## src/rtl/lif_scheduler.sv

```systemverilog
`timescale 1ns/1ps
// lif_scheduler: a sweep scheduler for time-multiplexed leaky integrate-and-fire
// neurons. Each sweep updates every neuron once, one per cycle. Spike ids are
// queued in a first-word-fall-through event FIFO. A sticky flag records any
// event dropped because the FIFO was full.
module lif_scheduler #(
  parameter int         NUM_NEURONS = 4,
  parameter int         FIFO_DEPTH  = 4,
  parameter logic [7:0] THRESH_INIT = 8'd200
) (
  input  logic                           clk,
  input  logic                           rst_n,
  input  logic                           start,
  input  logic                           cfg_we,
  input  logic [3:0]                     cfg_addr,
  input  logic [7:0]                     cfg_data,
  output logic                           busy,
  output logic                           sweep_done,
  output logic                           ev_valid,
  output logic [$clog2(NUM_NEURONS)-1:0] ev_id,
  input  logic                           ev_ready,
  output logic                           overflow,
  input  logic [$clog2(NUM_NEURONS)-1:0] mon_sel,
  output logic [7:0]                     mon_state
);

  localparam int IDW = $clog2(NUM_NEURONS);
  localparam int PW  = (FIFO_DEPTH > 1) ? $clog2(FIFO_DEPTH) : 1;
  localparam int CW  = $clog2(FIFO_DEPTH + 1);

  localparam logic [3:0] ADDR_THRESH = 4'd8;
  localparam logic [3:0] ADDR_CLR    = 4'd9;

  typedef enum logic [1:0] {S_IDLE, S_RUN, S_DONE} fsm_e;

  fsm_e           fsm_q;
  logic [IDW-1:0] idx_q;
  logic           busy_q;
  logic           sweep_done_q;

  logic [7:0] v_q   [NUM_NEURONS];
  logic [7:0] cur_q [NUM_NEURONS];
  logic [7:0] thresh_q;

  logic [IDW-1:0] fifo_q [FIFO_DEPTH];
  logic [PW-1:0]  wr_ptr_q, rd_ptr_q;
  logic [CW-1:0]  count_q;
  logic           ovf_q;

  logic       spike;
  logic [8:0] sum;
  logic [7:0] v_d;
  logic       fifo_full, fifo_empty, pop, push, drop;

  function automatic logic [PW-1:0] ptr_inc(input logic [PW-1:0] p);
    return (p == PW'(FIFO_DEPTH - 1)) ? '0 : p + PW'(1);
  endfunction

  // Membrane update for the neuron currently addressed by the sweep.
  always_comb begin
    // NOTE: every always_comb output gets a default first so no path can infer a latch.
    spike = 1'b0;
    sum   = '0;
    v_d   = '0;
    if (fsm_q == S_RUN) begin
      spike = (v_q[idx_q] >= thresh_q);
      sum   = {1'b0, cur_q[idx_q]} + {2'b00, v_q[idx_q][7:1]};
      v_d   = spike ? 8'h00 : (sum[8] ? 8'hFF : sum[7:0]);
    end
  end

  // Sweep sequencer with registered busy/sweep_done.
  always_ff @(posedge clk or negedge rst_n) begin
    // NOTE: sequential state uses non-blocking assignments so all registers update together.
    if (!rst_n) begin
      fsm_q        <= S_IDLE;
      idx_q        <= '0;
      busy_q       <= 1'b0;
      sweep_done_q <= 1'b0;
    end else begin
      case (fsm_q)
        S_IDLE: begin
          if (start) begin
            fsm_q  <= S_RUN;
            idx_q  <= '0;
            busy_q <= 1'b1;
          end
        end
        S_RUN: begin
          if (idx_q == IDW'(NUM_NEURONS - 1)) begin
            fsm_q        <= S_DONE;
            idx_q        <= '0;
            sweep_done_q <= 1'b1;
          end else begin
            idx_q <= idx_q + IDW'(1);
          end
        end
        S_DONE: begin
          fsm_q        <= S_IDLE;
          busy_q       <= 1'b0;
          sweep_done_q <= 1'b0;
        end
        default: begin
          fsm_q        <= S_IDLE;
          busy_q       <= 1'b0;
          sweep_done_q <= 1'b0;
        end
      endcase
    end
  end

  // Membrane state array: one neuron written per RUN cycle.
  always_ff @(posedge clk or negedge rst_n) begin
    // NOTE: the membrane array is reset because mon_state must read 0 out of reset;
    // the event FIFO storage below is left unreset since ev_id is gated by ev_valid.
    if (!rst_n) begin
      for (int i = 0; i < NUM_NEURONS; i++) v_q[i] <= '0;
    end else if (fsm_q == S_RUN) begin
      v_q[idx_q] <= v_d;
    end
  end

  // Configuration registers: per-neuron currents and the shared threshold.
  always_ff @(posedge clk or negedge rst_n) begin
    if (!rst_n) begin
      for (int i = 0; i < NUM_NEURONS; i++) cur_q[i] <= '0;
      thresh_q <= THRESH_INIT;
    end else if (cfg_we) begin
      if (cfg_addr < 4'(NUM_NEURONS)) cur_q[cfg_addr[IDW-1:0]] <= cfg_data;
      else if (cfg_addr == ADDR_THRESH) thresh_q <= cfg_data;
    end
  end

  // A full FIFO still takes a push when the head leaves in the same cycle.
  assign fifo_full  = (count_q == CW'(FIFO_DEPTH));
  assign fifo_empty = (count_q == '0);
  assign pop        = !fifo_empty && ev_ready;
  assign push       = spike && (!fifo_full || pop);
  assign drop       = spike && fifo_full && !pop;

  // Event FIFO storage.
  always_ff @(posedge clk) begin
    if (push) fifo_q[wr_ptr_q] <= idx_q;
  end

  // Event FIFO pointers and occupancy.
  always_ff @(posedge clk or negedge rst_n) begin
    if (!rst_n) begin
      wr_ptr_q <= '0;
      rd_ptr_q <= '0;
      count_q  <= '0;
    end else begin
      if (push) wr_ptr_q <= ptr_inc(wr_ptr_q);
      if (pop)  rd_ptr_q <= ptr_inc(rd_ptr_q);
      case ({push, pop})
        2'b10:   count_q <= count_q + CW'(1);
        2'b01:   count_q <= count_q - CW'(1);
        default: count_q <= count_q;
      endcase
    end
  end

  // Sticky overflow; a drop in the same cycle wins over a clear write.
  always_ff @(posedge clk or negedge rst_n) begin
    if (!rst_n) begin
      ovf_q <= 1'b0;
    end else if (drop) begin
      ovf_q <= 1'b1;
    end else if (cfg_we && (cfg_addr == ADDR_CLR)) begin
      ovf_q <= 1'b0;
    end
  end

  assign busy       = busy_q;
  assign sweep_done = sweep_done_q;
  assign ev_valid   = !fifo_empty;
  assign ev_id      = fifo_empty ? '0 : fifo_q[rd_ptr_q];
  assign overflow   = ovf_q;
  assign mon_state  = v_q[mon_sel];

endmodule

```

## config.mk

```make
export PLATFORM = sky130hd
export DESIGN_NAME = lif_scheduler
export DESIGN_NICKNAME = d
export VERILOG_FILES = /design/src/rtl/lif_scheduler.sv
export SDC_FILE = /design/constraint.sdc
export NUM_CORES = 1
export LEC_CHECK = 0
export ABC_AREA = 0
export CAP_MARGIN = 20
export CORE_AREA = 5 5 105 107
export DETAILED_ROUTE_END_ITERATION = 8
export DIE_AREA = 0 0 110 112
export DONT_BUFFER_PORTS = 1
export GPL_ROUTABILITY_DRIVEN = 0
export HOLD_SLACK_MARGIN = 0.02
export PLACE_DENSITY = 0.69
export SYNTH_ARGS = -nofsm -noshare
export SYNTH_HDL_FRONTEND = slang
export SYNTH_SLANG_ARGS = --single-unit
```

## constraint.sdc

```tcl
create_clock -name clk -period 4.3 [get_ports clk]
set_input_delay 1.29 -clock clk [delete_from_list [all_inputs] [get_ports clk]]
set_output_delay 1.29 -clock clk [all_outputs]
set_load 0.005 [all_outputs]
```

Yosys cells after proc, flatten, opt, wreduce, memory -nomap -nowiden
Memories as Yosys holds them, arrays and structs flattened.
Cells that the tools add are included.
{"block": "word_totals", "reg_bits": 86, "ram_bits": 8, "inputBits": 19, "word_cells": 107, "n_memories": 1}
{"block": "classes", "addsub": 6, "magnitude_cmp": 7, "eq_ne": 11, "muxes": 37, "bitwise_logic": 6, "reduce_logical": 22}
{"name": "fifo_q", "words": 4, "word_bits": 2, "rd": 1, "rd_clocked_by_memory_dff": 0, "wr": 1, "line": "45", "text": "logic [IDW-1:0] fifo_q [FIFO_DEPTH];"}
{"operator": "8-bit 2-to-1 mux", "count": 11}
{"operator": "32-bit bitwise mux", "count": 2}
{"operator": "8-bit binary-select mux with 2-bit select", "count": 3}
{"operator": "8-bit demux with 2-bit select", "count": 2}
{"operator": "2-bit 2-to-1 mux", "count": 7}
{"operator": "2-bit AND reduction", "count": 5}
{"operator": "8-bit by 7-bit adder with 9-bit output", "count": 1}
{"operator": "3-bit greater-or-equal comparator (second input constant)", "count": 3}
{"operator": "2-bit inverter with 3-bit output", "count": 3}
{"operator": "2-bit equality test (second input constant)", "count": 4}
{"operator": "4-bit equality test (second input constant)", "count": 2}
{"operator": "8-bit greater-or-equal comparator", "count": 1}
{"operator": "2-bit case mux with 2 select lines", "count": 2}
{"operator": "1-bit logical AND", "count": 7}
{"operator": "1-bit 2-to-1 mux", "count": 7}
{"operator": "2-bit by 1-bit adder with 2-bit output (second input constant)", "count": 3}
{"operator": "3-bit by 1-bit less-than comparator with 1-bit output (second input constant)", "count": 2}
{"operator": "3-bit case mux with 2 select lines", "count": 1}
{"operator": "2-bit nonzero test", "count": 3}
{"operator": "2-bit by 1-bit equality test with 1-bit output (second input constant)", "count": 2}
{"operator": "4-bit by 3-bit less-than comparator with 1-bit output (second input constant)", "count": 1}
{"operator": "1-bit case mux with 2 select lines", "count": 2}
{"operator": "3-bit by 1-bit adder with 3-bit output (second input constant)", "count": 1}
{"operator": "3-bit equality test (second input constant)", "count": 1}
{"operator": "other kinds (9)", "count": 13}

Longest topological paths before layout
Gate-level depths: netlist of run 1.
{"block": "logic_depth", "word_depth": 9, "ltp_mapped": 12, "mapped_depth_nobuf": 11}

Worst setup path before layout of run 1
No wires, ideal clock.
{"block": "synth_timing", "path_kind": "input -> output", "from": "in mon_sel[0]", "to": "out mon_state[0]", "t_arrival_ns": 2.277, "t_required_ns": 3.010, "setup_slack_ns": 0.733, "cell_stages": 2, "n_path_buf": 1, "path_cell_list": "clkbuf_1 > mux4_2"}
{"block": "synth_via", "elab_chain_len": 4}
{"element": "start, declared", "line": "23", "text": "input logic [$clog2(NUM_NEURONS)-1:0] mon_sel,"}
{"element": "2-bit inverter with 3-bit output (not written as such)", "line": "179", "text": "assign mon_state = v_q[mon_sel];"}
{"element": "8-bit binary-select mux with 2-bit select", "line": "179"}
{"element": "8-bit 2-to-1 mux (not written as such) (2 in a row)", "line": "179"}
{"element": "end, declared", "line": "24", "text": "output logic [7:0] mon_state"}
Every way passes these cells. The select of a mux whose other input is x is not followed.

Final worst setup path of run 1
{"block": "layout_timing", "from": "reg idx_q[0]", "to": "reg count_q[2]"}
{"block": "layout_via", "elab_chain_len": 9, "elab_cells_between_ends": 11, "classes_between": "1 x order compare; 2 x eq/ne; 5 x mux; 1 x bitwise; 2 x reduce/logical"}
{"element": "start, declared", "line": "37", "text": "logic [IDW-1:0] idx_q;"}
{"element": "start signal, assigned", "line": "95", "text": "idx_q <= idx_q + IDW'(1);"}
{"element": "2-bit inverter with 3-bit output (not written as such) *", "line": "66", "text": "spike = (v_q[idx_q] >= thresh_q);"}
{"element": "8-bit binary-select mux with 2-bit select *", "line": "66"}
{"element": "8-bit 2-to-1 mux (not written as such) * (2 in a row)", "line": "66"}
{"element": "8-bit greater-or-equal comparator *", "line": "66"}
{"element": "1-bit 2-to-1 mux *", "line": "65", "text": "if (fsm_q == S_RUN) begin"}
{"element": "1-bit logical AND *", "line": "138", "text": "assign push = spike && (!fifo_full || pop);"}
{"element": "2-bit by 1-bit equality test with 1-bit output / 2-bit equality test (equally long branches)", "line": "155", "text": "case ({push, pop})"}
{"element": "3-bit case mux with 2 select lines / 2-bit nonzero test (equally long branches)"}
{"element": "end signal, assigned", "line": "156", "text": "2'b10: count_q <= count_q + CW'(1);"}
{"element": "end signal, assigned", "line": "157", "text": "2'b01: count_q <= count_q - CW'(1);"}
{"element": "end signal, assigned", "line": "158", "text": "default: count_q <= count_q;"}
{"element": "end, declared", "line": "47", "text": "logic [CW-1:0] count_q;"}
Every way passes the cells marked *; elsewhere a longest branch is shown, timed or not. The select of a mux whose other input is x is not followed.
A chain may end at the register's enable or synchronous reset.

==> results.ini, run 1 <==
[outcome]
status=finished clean

[clock_tree]
cts-buffers-inserted=9
clockBufferDepth=2
clk_pin_slew_worst_paths_ns=0.09
postCtsSetupBuffers=0
clock_sinks=94
cts-root-buf=clkbuf_8
insertion_delay_ns=0.36
ctsResizeCount=0
htreeDepth=3
postCtsHoldBufs=0
cts_tree=built

[finish]
syn2layout_area_growth_pct=8.101
drive_gt1_frac=0.2306
post-route-util=0.5268
antenna_cells=0
final_cells=535
n_fill_cell=883
final_nets=439

[sta]
fin_setup_tns_ns=0
fin_crit_ns=3.712
worst_pin_slew_ns=0.8924
hold_ws_ns=0.4856
post-route-period-util=0.8632
finalMaxSlewViolations=0
clock.fmax_mhz=269.4
setup_viol=0
finClkSkew_ns=0.01516
slew_headroom=0.4029
rsz0062_at_grt=no
hold_viol=0

[worst_setup_path]
crit_fanout=10
worst_path_max_delay_cell=dfrtp_1
start_kind=register
rr_startpoint=idx_q[0]
path_class=register to register
critPathTopFamily=simple AND/OR/NAND/NOR gates
cp_cell_sequence=mux4_2 > ha_1 > and4_1 > nand2_1 > a211oi_1 > nor3_1 > fa_1 > nor4_1 > a31o_2 > xor2_1
required_ns=4.59
cpPeakStageDelay_ns=0.72
crit_cells=10
crit_buf_inv=0
ff2ff_setup_slack_ns=0.59
rr_endpoint=count_q[2]
ff2ff_path_depth=10
worstSetupEndpointType=register
arrival_ns=4.00

[floorplan]
core_area_mm2=0.01005
chipWidth_um=110
initial_core_util=0.4874
ioPinCount=33
dieHeight_um=112
fp-row-count=37
dieArea_mm2=0.01232

[synth]
yosysMostFrequentCell=dfrtp_1
synth_cell_types=51
netlist_area_mm2=0.004896
synth_warnings=0
synth_cells=389
synth_top_area_frac=0.4242
synth_fa_ha_area_frac=0.06951
yosys_most_used_dff=dfrtp_1
synthSimpleGateAreaFrac=0.09353
yosysSeqAreaShare=0.4894
syn_nets=434
async_flop_share=0.9149
synth-compound-area-share=0.1112
synth_edf_count=8
synthMuxAreaShare=0.2029
syn_avg_cell_area_um2=12.59
synth.area.top_cells=dfrtp_1 (42%), mux4_2 (12%), mux2_2 (7.8%), ha_1 (6.1%), edfxtp_1 (4.9%)
synth_top_cells_by_count=dfrtp_1 (83), nand2_1 (40), o21ai_0 (35)
synthXorXnorAreaFrac=0.01073
ys_ff_latch=94
yosysTopAreaCell=dfrtp_1
synth_top_family_by_area=multiplexers

[routing]
highest_layer=met4
first_pass_iters=4
route.met2.wl_mm=4.846
via_per_inst=5.858
wl_met3_um=513
wl_per_cell_um=19.09
drc_errors=0
routed_wl_mm=10.21
vias=3134
drtIter0Drc=181
met1_length_mm=4.719
drtAntennaViolNets=0

[global_routing]
grt_max_degree=87
grt_pass1_wl_mm=17.25
grt_pass1_vias=3341
grt_overflow=0
grt_usage=0.1813
grt_antenna_before_repair=0

[placed_design]
dp.cells=519
portBuffers=0
dpl.hpwl_mm=7.618

[hold_path]
hold_end=fsm_q[0]
hold_class=register to register
min_path_cells=1
hp-start=fsm_q[1]

[power_and_ir_drop]
cellLeakagePower_nw=2.271
p_per_area_mw_per_mm2=783.5
peakVddDrop_v=0.0002768

[job]
drv_cap=0

[flip-flops by register name, indices dropped and copies added (netlist names)]
signal	flops
wr_ptr_q	2
fsm_q	2
busy	1
overflow	1
cur_q	32
v_q	32
count_q	3
fifo_q	8
thresh_q	8
sweep_done	1
rd_ptr_q	2
idx_q	2
[where the power goes]
part	internal (mW)	total [mW]	switching (mW)
logic	0.903	1.99	1.09
registers	1.20	1.45	0.248
clock network	0.388	0.702	0.314
[cells by family (layout without fill, tap and decap cells)]
logic type | after synthesis | count (layout)
flip-flops | 94 | 94
AND/OR/NAND/NOR | 91 | 91
AO/OA/AOI/OAI | 83 | 83
multiplexers | 62 | 62
buffers and inverters | 27 | 37
adder cells (fa/ha/maj) | 26 | 26
XOR/XNOR | 6 | 6
[stage by stage]
stage	total power, mW	setup WS (ns)	area, µm²
finish	4.147	0.5881	5293
global route	4.480	0.4108	5293
CTS	4.167	0.5867	5293
detailed placement	3.457	0.6081	5049
global placement	3.383	0.7385	5049
floorplan	2.961	0.7331	4896
[layout by cell type (no fill, tap or decap), types with 2 or more instances in the layout]
master     synthesis  layout
a211oi_1           3       3
a21o_1             4       4
a21oi_1           14      14
a22o_1            14      14
and2_1             7       7
buf_4              0       4
bufinv_16          0       3
clkbuf_8           0       9
dfrtp_1           83      83
dfstp_2            3       3
edfxtp_1           8       8
fa_1               2       2
ha_1              24      24
inv_1             17      17
mux2_2            34      34
mux4_2            26      26
nand2_1           40      40
nand2b_1           4       4
nand3_1            6       6
nor2_1            16      16
nor3_1             5       5
o21ai_0           35      35
o21bai_1           3       3
xnor2_1            5       5
[how the worst max path moves through the flow]
stage	from	to	slack (ns)
2_1_floorplan	mon_sel[0]	mon_state[0]	0.73
3_3_place_gp	idx_q[0]	count_q[2]	0.74
3_5_place_dp	idx_q[0]	count_q[2]	0.61
4_1_cts	idx_q[0]	count_q[2]	0.59
5_1_grt	idx_q[0]	count_q[2]	0.41
6_report	idx_q[0]	count_q[2]	0.59
[per-layer routing]
layer  up-vias  track usage
li1       1451            -
met1      1602       0.2523
met2        69       0.2820
met3        12      0.04348
met4         0      0.05237
met5         -            0
[layout make-up]
cell class / instances / area [µm²] / area share
Clock buffer: 9 / 123.9 / 0.02340
Clock inverter: 7 / 120.1 / 0.02269
Inverter: 17 / 63.81 / 0.01206
Multi-Input combinational cell: 268 / 2389 / 0.4513
Sequential cell: 94 / 2396 / 0.4527
Tap cell: 136 / 170.2 / 0.03215
Timing Repair Buffer: 4 / 30.03 / 0.005674
(Power assumes the default switching activity.)
==> run 2: changes to the inputs <==
- CELL_PAD_IN_SITES_DETAIL_PLACEMENT: default -> 2
- CELL_PAD_IN_SITES_GLOBAL_PLACEMENT: default -> 2
- CORE_AREA: 5 5 105 107 -> 5 5 112 114
- DIE_AREA: 0 0 110 112 -> 0 0 117 119
- PLACE_DENSITY: 0.69 -> 0.83
==> run 2 against run 1 <==
Net effect: clock-buffer cell count up 1; routed wire length up 23%; via count up 0.54%; power up 7.3%; combinational power up 7%; sequential power about the same; clock skew down 0.0053 ns; largest cell class unchanged; critical path type unchanged; core utilization down 5.2 points; cell area up 1.6%; critical path depth unchanged.
==> results.ini, run 2 (same netlist as run 1, synthesis figures left out) <==
[global_routing]
grt_usage=0.1950
grt_antenna_before_repair=0
grt_pass1_wl_mm=20.42
grt_overflow=0
grt_max_degree=87
grt_pass1_vias=3659

[hold_path]
hold_class=register to register
hold_end=busy
min_path_cells=1
hp-start=fsm_q[1]

[sta]
post-route-period-util=0.8932
slew_headroom=0.4465
rsz0062_at_grt=no
clock.fmax_mhz=260.4
setup_viol=0
hold_viol=0
worst_pin_slew_ns=0.8271
finalMaxSlewViolations=0
finClkSkew_ns=0.009898
hold_ws_ns=0.5090
fin_setup_tns_ns=0
fin_crit_ns=3.841

[clock_tree]
cts-buffers-inserted=9
clk_pin_slew_worst_paths_ns=0.07
clock_sinks=94
cts-root-buf=clkbuf_16
postCtsHoldBufs=0
clockBufferDepth=2
postCtsSetupBuffers=0
cts_tree=built
insertion_delay_ns=0.35
htreeDepth=3
ctsResizeCount=0

[routing]
wl_per_cell_um=23.27
via_per_inst=5.814
drc_errors=0
vias=3151
routed_wl_mm=12.61
drtIter0Drc=142
first_pass_iters=4
drtAntennaViolNets=0

[outcome]
status=finished clean

[worst_setup_path]
arrival_ns=4.11
ff2ff_setup_slack_ns=0.46
start_kind=register
crit_buf_inv=1
cp_cell_sequence=buf_4 > mux4_2 > ha_1 > o21ai_0 > a211oi_1 > nor3_1 > fa_1 > nor4_1 > a31o_2 > xor2_1
required_ns=4.57
path_class=register to register
crit_fanout=10
worst_path_max_delay_cell=dfrtp_1
critPathTopFamily=compound AO/OA/AOI/OAI gates
rr_endpoint=count_q[2]
worstSetupEndpointType=register
cpPeakStageDelay_ns=0.77
ff2ff_path_depth=10
rr_startpoint=idx_q[0]

[floorplan]
chipWidth_um=117
initial_core_util=0.4325
ioPinCount=33
fp-row-count=39
dieHeight_um=119
core_area_mm2=0.01132
dieArea_mm2=0.01392

[finish]
antenna_cells=0
reg_top3=cur_q: 32 flops, v_q: 32 flops
mostFrequentLayoutCell=dfrtp_1
drive_gt1_frac=0.2281
final_cell_mix=dfrtp_1 (83), nand2_1 (40), o21ai_0 (35), mux2_2 (34), mux4_2 (26)
final_nets=439
n_fill_cell=1116
syn2layout_area_growth_pct=9.865

[power_and_ir_drop]
cellLeakagePower_nw=2.309
peakVddDrop_v=0.0003742
p_per_area_mw_per_mm2=827.0

[job]
drv_cap=0

[placed_design]
portBuffers=0
dpl.hpwl_mm=9.310

-- run 2: changes by cell type in the layout (fill, tap and decap cells not counted) --
| cell | before | now |
|---|---|---|
| bufinv_16 | 3 | 2 |
| clkbuf_1 | 0 | 1 |
| clkbuf_16 | 0 | 9 |
| clkbuf_8 | 9 | 0 |
| clkinv_2 | 1 | 0 |
| clkinv_4 | 1 | 2 |
| clkinvlp_4 | 1 | 0 |
| inv_4 | 0 | 1 |
-- run 2: through the flow --
stage | std cells | cell area [µm²] | util | total power [mW] | setup WS [ns]
floorplan | 389 | 4896 | - | 2.961 | 0.7331
global placement | 526 | 5057 | 0.4467 | 3.435 | 0.6102
detailed placement | 526 | 5057 | 0.4467 | 3.591 | 0.4278
CTS | 542 | 5379 | 0.4751 | 4.511 | 0.3936
global route | 542 | 5379 | 0.4751 | 4.774 | 0.1531
finish | 542 | 5379 | 0.4751 | 4.449 | 0.4594
-- run 2: area by class of cell --
class                      instances  area (µm²)  share of cell area
inverter                          17       63.81             0.01186
sequential                        94        2396              0.4455
timing repair buffer               4       30.03            0.005583
tap                              143       178.9             0.03326
multi-input combinational        268        2389              0.4441
clock inverter                     6       92.59             0.01721
clock buffer                      10       229.0             0.04257
-- run 2: report_power, final --
group          internal, mW  switching (mW)  leakage (nW)
Sequential             1.21           0.255          1.14
Clock                 0.514           0.353         0.158
Combinational         0.913            1.21          1.01
Total                  2.63            1.81          2.31
-- run 2: layer usage --
metal | up-vias | global-route usage | share of wire
li1 | 1440 | - | -
met1 | 1663 | 0.2328 | 0.41
met2 | 35 | 0.3450 | 0.54
met3 | 13 | 0.05223 | 0.034
met4 | 0 | 0.05018 | 0.014
met5 | - | 0 | 0
-- run 2: how the worst max path moves through the flow --
stage / start / to / slack [ns] / cells past startpoint
after global routing: idx_q[0] / count_q[2] / 0.15 / 10
after global placement: idx_q[0] / count_q[2] / 0.61 / 10
after floorplan: mon_sel[0] / mon_state[0] / 0.73 / 2
after CTS: idx_q[0] / count_q[2] / 0.39 / 10
final: idx_q[0] / count_q[2] / 0.46 / 10
after detailed placement: idx_q[0] / count_q[2] / 0.43 / 10
